$ cat src/rtl/riscv_mem_arbiter.sv
// Arbitrates I-cache refills and D-cache refill/writeback onto one DRAM port, round-robin on contention.
// Latency: strobe 1 cycle after request; ready is combinational from DRAM ready; one IDLE cycle between transactions.
// Backpressure: requesters hold rden/wren until their ready pulse; the latched transaction ignores later request changes.
module riscv_mem_arbiter #(
    parameter int DATA_WIDTH = 128,
    parameter int S_ADDR     = 10
) (
    input  logic                  i_riscv_arb_clk,
    input  logic                  i_riscv_arb_rst,
    input  logic                  i_riscv_arb_imem_rden,
    input  logic [S_ADDR-1:0]     i_riscv_arb_imem_addr,
    output logic [DATA_WIDTH-1:0] o_riscv_arb_imem_data_out,
    output logic                  o_riscv_arb_imem_ready,
    input  logic                  i_riscv_arb_dmem_rden,
    input  logic                  i_riscv_arb_dmem_wren,
    input  logic [S_ADDR-1:0]     i_riscv_arb_dmem_addr,
    input  logic [DATA_WIDTH-1:0] i_riscv_arb_dmem_data_in,
    output logic [DATA_WIDTH-1:0] o_riscv_arb_dmem_data_out,
    output logic                  o_riscv_arb_dmem_ready,
    output logic                  o_riscv_arb_mem_rden,
    output logic                  o_riscv_arb_mem_wren,
    output logic [S_ADDR-1:0]     o_riscv_arb_mem_addr,
    output logic [DATA_WIDTH-1:0] o_riscv_arb_mem_data_in,
    input  logic [DATA_WIDTH-1:0] i_riscv_arb_mem_data_out,
    input  logic                  i_riscv_arb_mem_ready
);

    typedef enum logic [1:0] {IDLE, BUSY_I, BUSY_D} state_t;

    state_t                  state;
    state_t                  state_nxt;
    logic                    last_d;     // 1 when the D port completed the most recent transaction
    logic                    grant_d;
    logic                    d_req;
    logic                    lat_wr;
    logic [S_ADDR-1:0]       lat_addr;
    logic [DATA_WIDTH-1:0]   lat_data;

    assign d_req = i_riscv_arb_dmem_rden | i_riscv_arb_dmem_wren;

    always_ff @(posedge i_riscv_arb_clk) begin
        if (i_riscv_arb_rst) begin
            state <= IDLE;
        end else begin
            state <= state_nxt;
        end
    end

    always_comb begin
        state_nxt = state;
        grant_d   = 1'b0;
        case (state)
            IDLE: begin
                if (i_riscv_arb_imem_rden && d_req) begin
                    grant_d   = ~last_d;
                    state_nxt = last_d ? BUSY_I : BUSY_D;
                end else if (i_riscv_arb_imem_rden) begin
                    state_nxt = BUSY_I;
                end else if (d_req) begin
                    grant_d   = 1'b1;
                    state_nxt = BUSY_D;
                end
            end
            BUSY_I, BUSY_D: begin
                if (i_riscv_arb_mem_ready) begin
                    state_nxt = IDLE;
                end
            end
            default: state_nxt = IDLE;
        endcase
    end

    // Transaction is captured only on leaving IDLE, so requesters may change inputs freely while busy.
    always_ff @(posedge i_riscv_arb_clk) begin
        if (i_riscv_arb_rst) begin
            last_d   <= 1'b0;
            lat_wr   <= 1'b0;
            lat_addr <= '0;
            lat_data <= '0;
        end else begin
            if (state == IDLE && state_nxt != IDLE) begin
                lat_addr <= grant_d ? i_riscv_arb_dmem_addr : i_riscv_arb_imem_addr;
                lat_data <= grant_d ? i_riscv_arb_dmem_data_in : '0;
                lat_wr   <= grant_d & i_riscv_arb_dmem_wren;
            end
            if (state != IDLE && i_riscv_arb_mem_ready) begin
                last_d <= (state == BUSY_D);
            end
        end
    end

    // Reset gating keeps a DRAM ready that lands in the reset cycle from reaching either cache.
    always_comb begin
        o_riscv_arb_mem_rden   = 1'b0;
        o_riscv_arb_mem_wren   = 1'b0;
        o_riscv_arb_imem_ready = 1'b0;
        o_riscv_arb_dmem_ready = 1'b0;
        if (!i_riscv_arb_rst) begin
            case (state)
                BUSY_I: begin
                    o_riscv_arb_mem_rden   = ~lat_wr;
                    o_riscv_arb_mem_wren   = lat_wr;
                    o_riscv_arb_imem_ready = i_riscv_arb_mem_ready;
                end
                BUSY_D: begin
                    o_riscv_arb_mem_rden   = ~lat_wr;
                    o_riscv_arb_mem_wren   = lat_wr;
                    o_riscv_arb_dmem_ready = i_riscv_arb_mem_ready;
                end
                default: ;
            endcase
        end
    end

    assign o_riscv_arb_mem_addr      = lat_addr;
    assign o_riscv_arb_mem_data_in   = lat_data;
    assign o_riscv_arb_imem_data_out = i_riscv_arb_mem_data_out;
    assign o_riscv_arb_dmem_data_out = i_riscv_arb_mem_data_out;

endmodule

$ cat config.mk
export PLATFORM = sky130hd
export DESIGN_NAME = riscv_mem_arbiter
export DESIGN_NICKNAME = d
export VERILOG_FILES = /design/src/rtl/riscv_mem_arbiter.sv
export SDC_FILE = /design/constraint.sdc
export NUM_CORES = 1
export LEC_CHECK = 0
export CAP_MARGIN = 15
export CORE_AREA = 2 2 265 267
export CTS_BUF_LIST = sky130_fd_sc_hd__clkbuf_4 sky130_fd_sc_hd__clkbuf_8
export DETAILED_ROUTE_END_ITERATION = 16
export DIE_AREA = 0 0 267 269
export GPL_ROUTABILITY_DRIVEN = 0
export PLACE_DENSITY = 0.47
export REMOVE_ABC_BUFFERS = 1
export SLEW_MARGIN = 15
export SYNTH_ARGS = -nofsm -noshare
export SYNTH_HDL_FRONTEND = slang
export SYNTH_SLANG_ARGS = --single-unit
$ cat constraint.sdc
create_clock -name i_riscv_arb_clk -period 1.9 [get_ports i_riscv_arb_clk]
set_input_delay 0.38 -clock i_riscv_arb_clk [delete_from_list [all_inputs] [get_ports i_riscv_arb_clk]]
set_output_delay 0.38 -clock i_riscv_arb_clk [all_outputs]
set_load 0.01 [all_outputs]
==> results of run 1 <==
[timing repair]
action	4_1_cts	5_1_grt
hold buffers	0	0
setup buffers	2	3
pin swaps	11	4
cloned	1	1
setup endpoints to repair	79	82
gates resized for setup	108	14
[stage by stage]
stage / worst slack, ns / utilization [%] / power, mW / area [um^2]
finish: 0.00452 / 14.1 / 8.12 / 9760
global placement: -0.376 / 13.3 / 5.58 / 9230
floorplan: -1.67 / - / 4.19 / 4680
CTS: -0.0918 / 13.9 / 8.29 / 9670
detailed placement: -0.403 / 13.3 / 5.61 / 9230
global route: -0.120 / 14.1 / 8.60 / 9760
[synthesized netlist by cell type, drive strengths merged]
cell     instances
o221ai          10
clkbuf          20
nand2            3
o211ai           1
a21boi           2
nor2b            3
nor2             3
a21oi           10
o21ai            3
dfxtp          142
ha               4
o31a             1
buf            285
a32o           128
mux2i           11
and2b            1
and3             4
or3             11
a2bb2oi          1
nor3b            2
o31ai            1
nand4            1
inv              3
[kinds of logic after synthesis]
| kind of cell | after synthesis | share of synthesized area, % |
|---|---|---|
| DFF | 142 | 41.1 |
| adders and majority gates | 4 | 0.724 |
| AOI/OAI and AO/OA | 157 | 21.7 |
| muxes | 11 | 1.59 |
| and+or+nand+nor | 28 | 2.44 |
| buffers and inverters | 308 | 32.4 |
[worst min path at each step]
stage	from	to	depth (start not counted)
after floorplan	lat_wr	lat_wr	2
after global placement	o_riscv_arb_mem_data_in[119]	o_riscv_arb_mem_data_in[119]	1
after detailed placement	o_riscv_arb_mem_data_in[60]	o_riscv_arb_mem_data_in[60]	1
after CTS	i_riscv_arb_dmem_data_in[99]	o_riscv_arb_mem_data_in[99]	2
after global routing	i_riscv_arb_dmem_data_in[119]	o_riscv_arb_mem_data_in[119]	2
final	i_riscv_arb_dmem_data_in[99]	o_riscv_arb_mem_data_in[99]	2
[worst max-delay path, stage by stage (launching register included)]
cell and delay [ns]:
dfxtp_2 0.35, inv_2 0.05, ha_4 0.27, nor3b_2 0.16, buf_2 0.16
[metal layers]
layer / GRT usage [%] / routed length, um / up-vias
li1: - / - / 2248
met2: 26.6 / 28400 / 941
met4: 8.76 / 3460 / 18
met1: 12.6 / 17500 / 2688
met3: 26.7 / 20000 / 98
met5: 11.4 / 891 / -
[where the power goes]
group          leakage (nW)  switching, mW  total, mW  internal (mW)
logic                  2.38          0.954       2.10           1.15
clock network         0.203           1.47       2.58           1.10
registers              1.17          0.171       3.45           3.28
total                  3.75           2.60       8.12           5.53
[cell type report]
cell class	instances	area, um^2	share of cell area [%]
Inverter	3	13.8	0.141
Clock buffer	17	234	2.40
Timing Repair Buffer	341	3430	35.1
Clock inverter	15	169	1.73
Multi-Input combinational cell	200	1890	19.4
Sequential cell	142	2850	29.2
Tap cell	940	1180	12.0
[sequential cells by signal, indices dropped and copies added, names as in the netlist]
name,cells
lat_wr,1
o_riscv_arb_mem_data_in,128
o_riscv_arb_mem_addr,10
state,2
last_d,1
==> impl_metrics.json, run 1 <==
{
  "outcome": "finished clean",
  "area_growth_pct": 41.3,
  "clock_sink_count": 142,
  "placement.io_buffers": 295,
  "die_y_extent_um": 269,
  "r2r_end": "o_riscv_arb_mem_data_in[32]",
  "grt-ovfl-total": 0,
  "detailed_place_hpwl_um": 59600,
  "cell_area_synth_um2": 6910,
  "worst_case_vdd_ir_drop_v": 0.000437,
  "grt_antenna_before_repair": 1,
  "fin_crit_sh_pct": 99.8,
  "timing.critical_path.arrival_ns": 1.52,
  "timing.slew.headroom_pct": 67.9,
  "yosysSeqAreaShare_pct": 41.1,
  "synth-warning-count": 0,
  "rows": 97,
  "hold_path.class": "input port to flop",
  "synth_cells": 650,
  "core_um2": 69300,
  "wire_per_inst_um": 42.4,
  "count_of_routing_violations_after_the_opening_detailed_route_iteration": 451,
  "cts-buffers-inserted": 17,
  "cp-endpoint": "o_riscv_arb_mem_rden",
  "min_period_ns": 1.90,
  "report.final.slew_viol_count": 0,
  "critPathCaptureType": "output pin",
  "rsz0062_at_grt": "yes",
  "cts_htree_levels": 4,
  "num_vias": 5993,
  "detail_route.first_pass.iterations": 6,
  "routed_wl_um": 70300,
  "ctsLongestPathBuffers": 2,
  "fillCellCount": 7809,
  "ant_nets": 0,
  "layoutNonFillerInstCount": 1658,
  "setup_total_negative_slack_ns": 0,
  "final_net_count": 991,
  "placed_cells_incl_taps": 1619,
  "cts-root-buf": "clkbuf_8",
  "post_route_cells_drive_above_1_share_pct": 13.9,
  "synth.top_cells.by_area": "dfxtp_1 41%, buf_4 28%, a32o_1 19%",
  "design.die.area_um2": 71800,
  "synth_top_area_share_pct": 41.1,
  "worst_pin_slew_ns": 0.481,
  "holdWs_ns": 0.438,
  "rr_startpoint": "state[0]",
  "crit_path_from": "state[0]",
  "avgSynthCellArea_um2": 10.6,
  "grt_pass1_wl_um": 82200,
  "setup_viol": 0,
  "route.detailed.vias_per_inst": 3.61,
  "synth_largest_area_cell": "dfxtp_1",
  "worst-r2r-setup-slack_ns": 0.05,
  "synth.lib_cells_used.distinct": 27,
  "antenna-diode-count": 0,
  "synth.ff_latch_count": 142,
  "standby_leakage_power_nw": 3.75,
  "most-common-layout-cells": "209 x clkdlybuf4s50_1, 139 x dfxtp_1, 128 x a32o_1",
  "clk-insertion-delay-late_ns": 0.53,
  "worstSetupPathType": "flop to output pin",
  "max_clock_freq_mhz": 528,
  "largest_net_degree_at_the_start_of_global_routing": 69,
  "drv.max_cap_violation_count": 0,
  "first_global_vias": 5601,
  "report.final.hold_viol_count": 0,
  "die_x_um": 267,
  "clock-skew-final_ns": 0.0181,
  "most_common_library_cell_in_the_layout_ignoring_fill_and_taps": "clkdlybuf4s50_1",
  "initial_core_util_pct": 9.97,
  "critPathRequiredTime_ns": 1.52,
  "cellPowerDensity_nw_per_um2": 832,
  "grt_util_all_layers_pct": 19.0,
  "cp-start-kind": "flop",
  "worst_setup_hold_path_clk_slew_ns": 0.10,
  "rr_worst_depth": 8,
  "drc": 0,
  "cts_tree": "yes",
  "top_level_ports": 680,
  "worstPathMaxFanout": 3
}
No activity file was read; power rests on OpenSTA's default activity.
==> run 2: changes to the inputs <==
--- a/config.mk
+++ b/config.mk
@@ -11,6 +11,7 @@
 export DETAILED_ROUTE_END_ITERATION = 16
 export DIE_AREA = 0 0 267 269
 export GPL_ROUTABILITY_DRIVEN = 0
+export GPL_TIMING_DRIVEN = 0
 export PLACE_DENSITY = 0.47
 export REMOVE_ABC_BUFFERS = 1
 export SLEW_MARGIN = 15
==> run 2 against run 1 <==
Net effect:
- the run now ends with setup timing left
- non-clock buffer count is 20 lower
- sequential cell count stayed put
- clock skew hardly changed
- combinational power is 5% higher
- hold slack worse by 0.029 ns
- die area stayed put
- first-iteration DRC count is 11% higher
- wire length is 2.2% higher
- highest routed layer unchanged
==> impl_metrics.json, run 2 (synthesis gave the netlist of run 1 again) <==
{
  "timing.slew.headroom_pct": 59.3,
  "final-seq-area_um2": 2850,
  "cp-start-kind": "flop",
  "ant_nets": 0,
  "cts_tree": "yes",
  "antenna-diode-count": 0,
  "combinational_fraction_of_design_power_pct": 27.2,
  "switching_share_pct": 31.0,
  "core_um2": 69300,
  "placement.cell_area_um2": 8990,
  "critPathCaptureType": "flop",
  "clock-skew-final_ns": 0.0183,
  "report.final.slew_viol_count": 0,
  "max_clock_freq_mhz": 517,
  "placed_cells_incl_taps": 1589,
  "die_x_um": 267,
  "path_cells": "buf_4 -> ha_2 -> and2b_4 -> o31ai_4 -> buf_6 -> buf_16 -> buf_12 -> a32o_1",
  "report.final.hold_viol_count": 0,
  "min_period_ns": 1.94,
  "drv.max_cap_violation_count": 0,
  "grt_antenna_before_repair": 2,
  "layout_setup_ws_ns": -0.0356,
  "post_route_cells_drive_above_1_share_pct": 12.8,
  "wire_per_inst_um": 43.8,
  "count_of_routing_violations_after_the_opening_detailed_route_iteration": 499,
  "rsz0062_at_grt": "yes",
  "seq_power_share_pct": 42.6,
  "route.detailed.vias_per_inst": 3.63,
  "critPathRequiredTime_ns": 2.31,
  "power.switching_mw": 2.51,
  "ctsLongestPathBuffers": 2,
  "cts-root-buf": "clkbuf_8",
  "cellPowerDensity_nw_per_um2": 832,
  "drc": 0,
  "hold_path_depth": 2,
  "post-route-cell-area_um2": 9720,
  "placement.io_buffers": 295,
  "top_level_ports": 680,
  "grt_util_all_layers_pct": 19.2,
  "rows": 97,
  "cts-buffers-inserted": 17,
  "critical-path-slowest-cell": "dfxtp_4",
  "detailed_place_hpwl_um": 59300,
  "setup_total_negative_slack_ns": -0.850,
  "routed_wl_um": 71800,
  "fin_crit_sh_pct": 102,
  "worst_pin_slew_ns": 0.610,
  "layoutNonFillerInstCount": 1641,
  "worst_setup_hold_path_clk_slew_ns": 0.09,
  "p_clk_share_pct": 30.2,
  "worstPathMaxFanout": 21,
  "initial_core_util_pct": 9.97,
  "clock_sink_count": 142,
  "worstSetupPathType": "flop to flop",
  "timing.critical_path.arrival_ns": 2.35,
  "standby_leakage_power_nw": 3.64,
  "setup_viol": 48,
  "die_y_extent_um": 269,
  "final_net_count": 974,
  "final_core_utilization_pct": 14.0,
  "most_common_library_cell_in_the_layout_ignoring_fill_and_taps": "clkdlybuf4s50_1",
  "area_growth_pct": 40.6,
  "cts.hold.buffers_added": 0,
  "failed_checks": "setup timing",
  "most-common-layout-cells": "231 x clkdlybuf4s50_1, 140 x dfxtp_1, 128 x a32o_1",
  "largest_register_ff_count": 128,
  "worst_case_vdd_ir_drop_v": 0.000397,
  "clk-insertion-delay-late_ns": 0.52,
  "detail_route.first_pass.iterations": 4,
  "grt-ovfl-total": 0,
  "grt_pass1_wl_um": 83200,
  "multiInputGateArea_um2": 1930,
  "design.die.area_um2": 71800,
  "first_global_vias": 5675,
  "cts_htree_levels": 4,
  "outcome": "complete, but fails checks",
  "hold_path.class": "input port to flop",
  "largest_net_degree_at_the_start_of_global_routing": 95,
  "fillCellCount": 7793,
  "slowest_delay_ns": 0.37,
  "p_int_mw": 5.57,
  "rr_worst_depth": 8,
  "num_vias": 5954
}
-- run 2: cell count changes in the layout (fill, tap and decap cells not counted), sizes merged --
cell / previous run / this run
and3: 4 / 6
buf: 49 / 27
bufinv: 1 / 2
clkbuf: 18 / 24
clkdlybuf4s15: 0 / 3
clkdlybuf4s50: 209 / 231
clkinvlp: 1 / 3
dlygate4sd2: 69 / 37
dlymetal6s2s: 13 / 20
inv: 12 / 6
-- run 2: path summary, 6_finish.rpt --
kind / end / slack (ns) / startpoint
worst max register to register: o_riscv_arb_mem_data_in[2] / -0.04 / state[1]
worst min register to register: o_riscv_arb_mem_data_in[89] / 0.49 / o_riscv_arb_mem_data_in[89]
worst max-delay path: o_riscv_arb_mem_data_in[2] / -0.04 / state[1]
worst min-delay path: last_d / 0.41 / i_riscv_arb_rst
-- run 2: metrics by stage --
step | power (mW) | worst slack [ns] | hold slack (ns)
floorplan | 4.19 | -1.67 | 0.445
global placement | 5.44 | -4.51 | 0.475
detailed placement | 5.53 | -1.73 | 0.478
CTS | 8.14 | -0.113 | 0.346
global route | 8.51 | -0.125 | 0.380
finish | 8.08 | -0.0356 | 0.409
-- run 2: final cells by class --
class | count | area share, %
Multi-Input combinational cell | 202 | 19.9
Clock buffer | 21 | 2.78
Sequential cell | 142 | 29.3
Inverter | 3 | 0.412
Tap cell | 940 | 12.1
Timing Repair inverter | 1 | 0.0901
Clock inverter | 11 | 1.13
Timing Repair Buffer | 321 | 34.3
-- run 2: worst max-delay path: cells and delay by family, from the launching register on --
| kind | cells | cell delay, ns |
|---|---|---|
| buffers and inverters | 4 | 0.62 |
| flip-flops | 1 | 0.37 |
| AO/OA/AOI/OAI | 2 | 0.33 |
| AND/OR/NAND/NOR | 1 | 0.28 |
| adder cells (fa/ha/maj) | 1 | 0.19 |
-- run 2: metal layers --
layer | wire (um) | GRT usage (%) | part of all wire (%)
met1 | 17300 | 12.2 | 24
met2 | 28800 | 27.2 | 40
met3 | 20600 | 27.1 | 29
met4 | 3880 | 9.67 | 5.4
met5 | 1250 | 13.2 | 1.7
-- run 2: power groups by stage --
stage	Sequential (mW)	Clock (mW)	Combinational, mW
floorplan	3.63	0	0.554
global placement	3.50	0	1.94
detailed placement	3.51	0	2.02
CTS	3.45	2.60	2.09
global route	3.48	2.69	2.34
finish	3.44	2.44	2.20
-- run 2: repair_timing --
item	4_1_cts	5_1_grt
gates resized for setup	86	38
buffers inserted	11	4
setup endpoints to repair	180	97
cloned	3	4
pin swaps	4	2
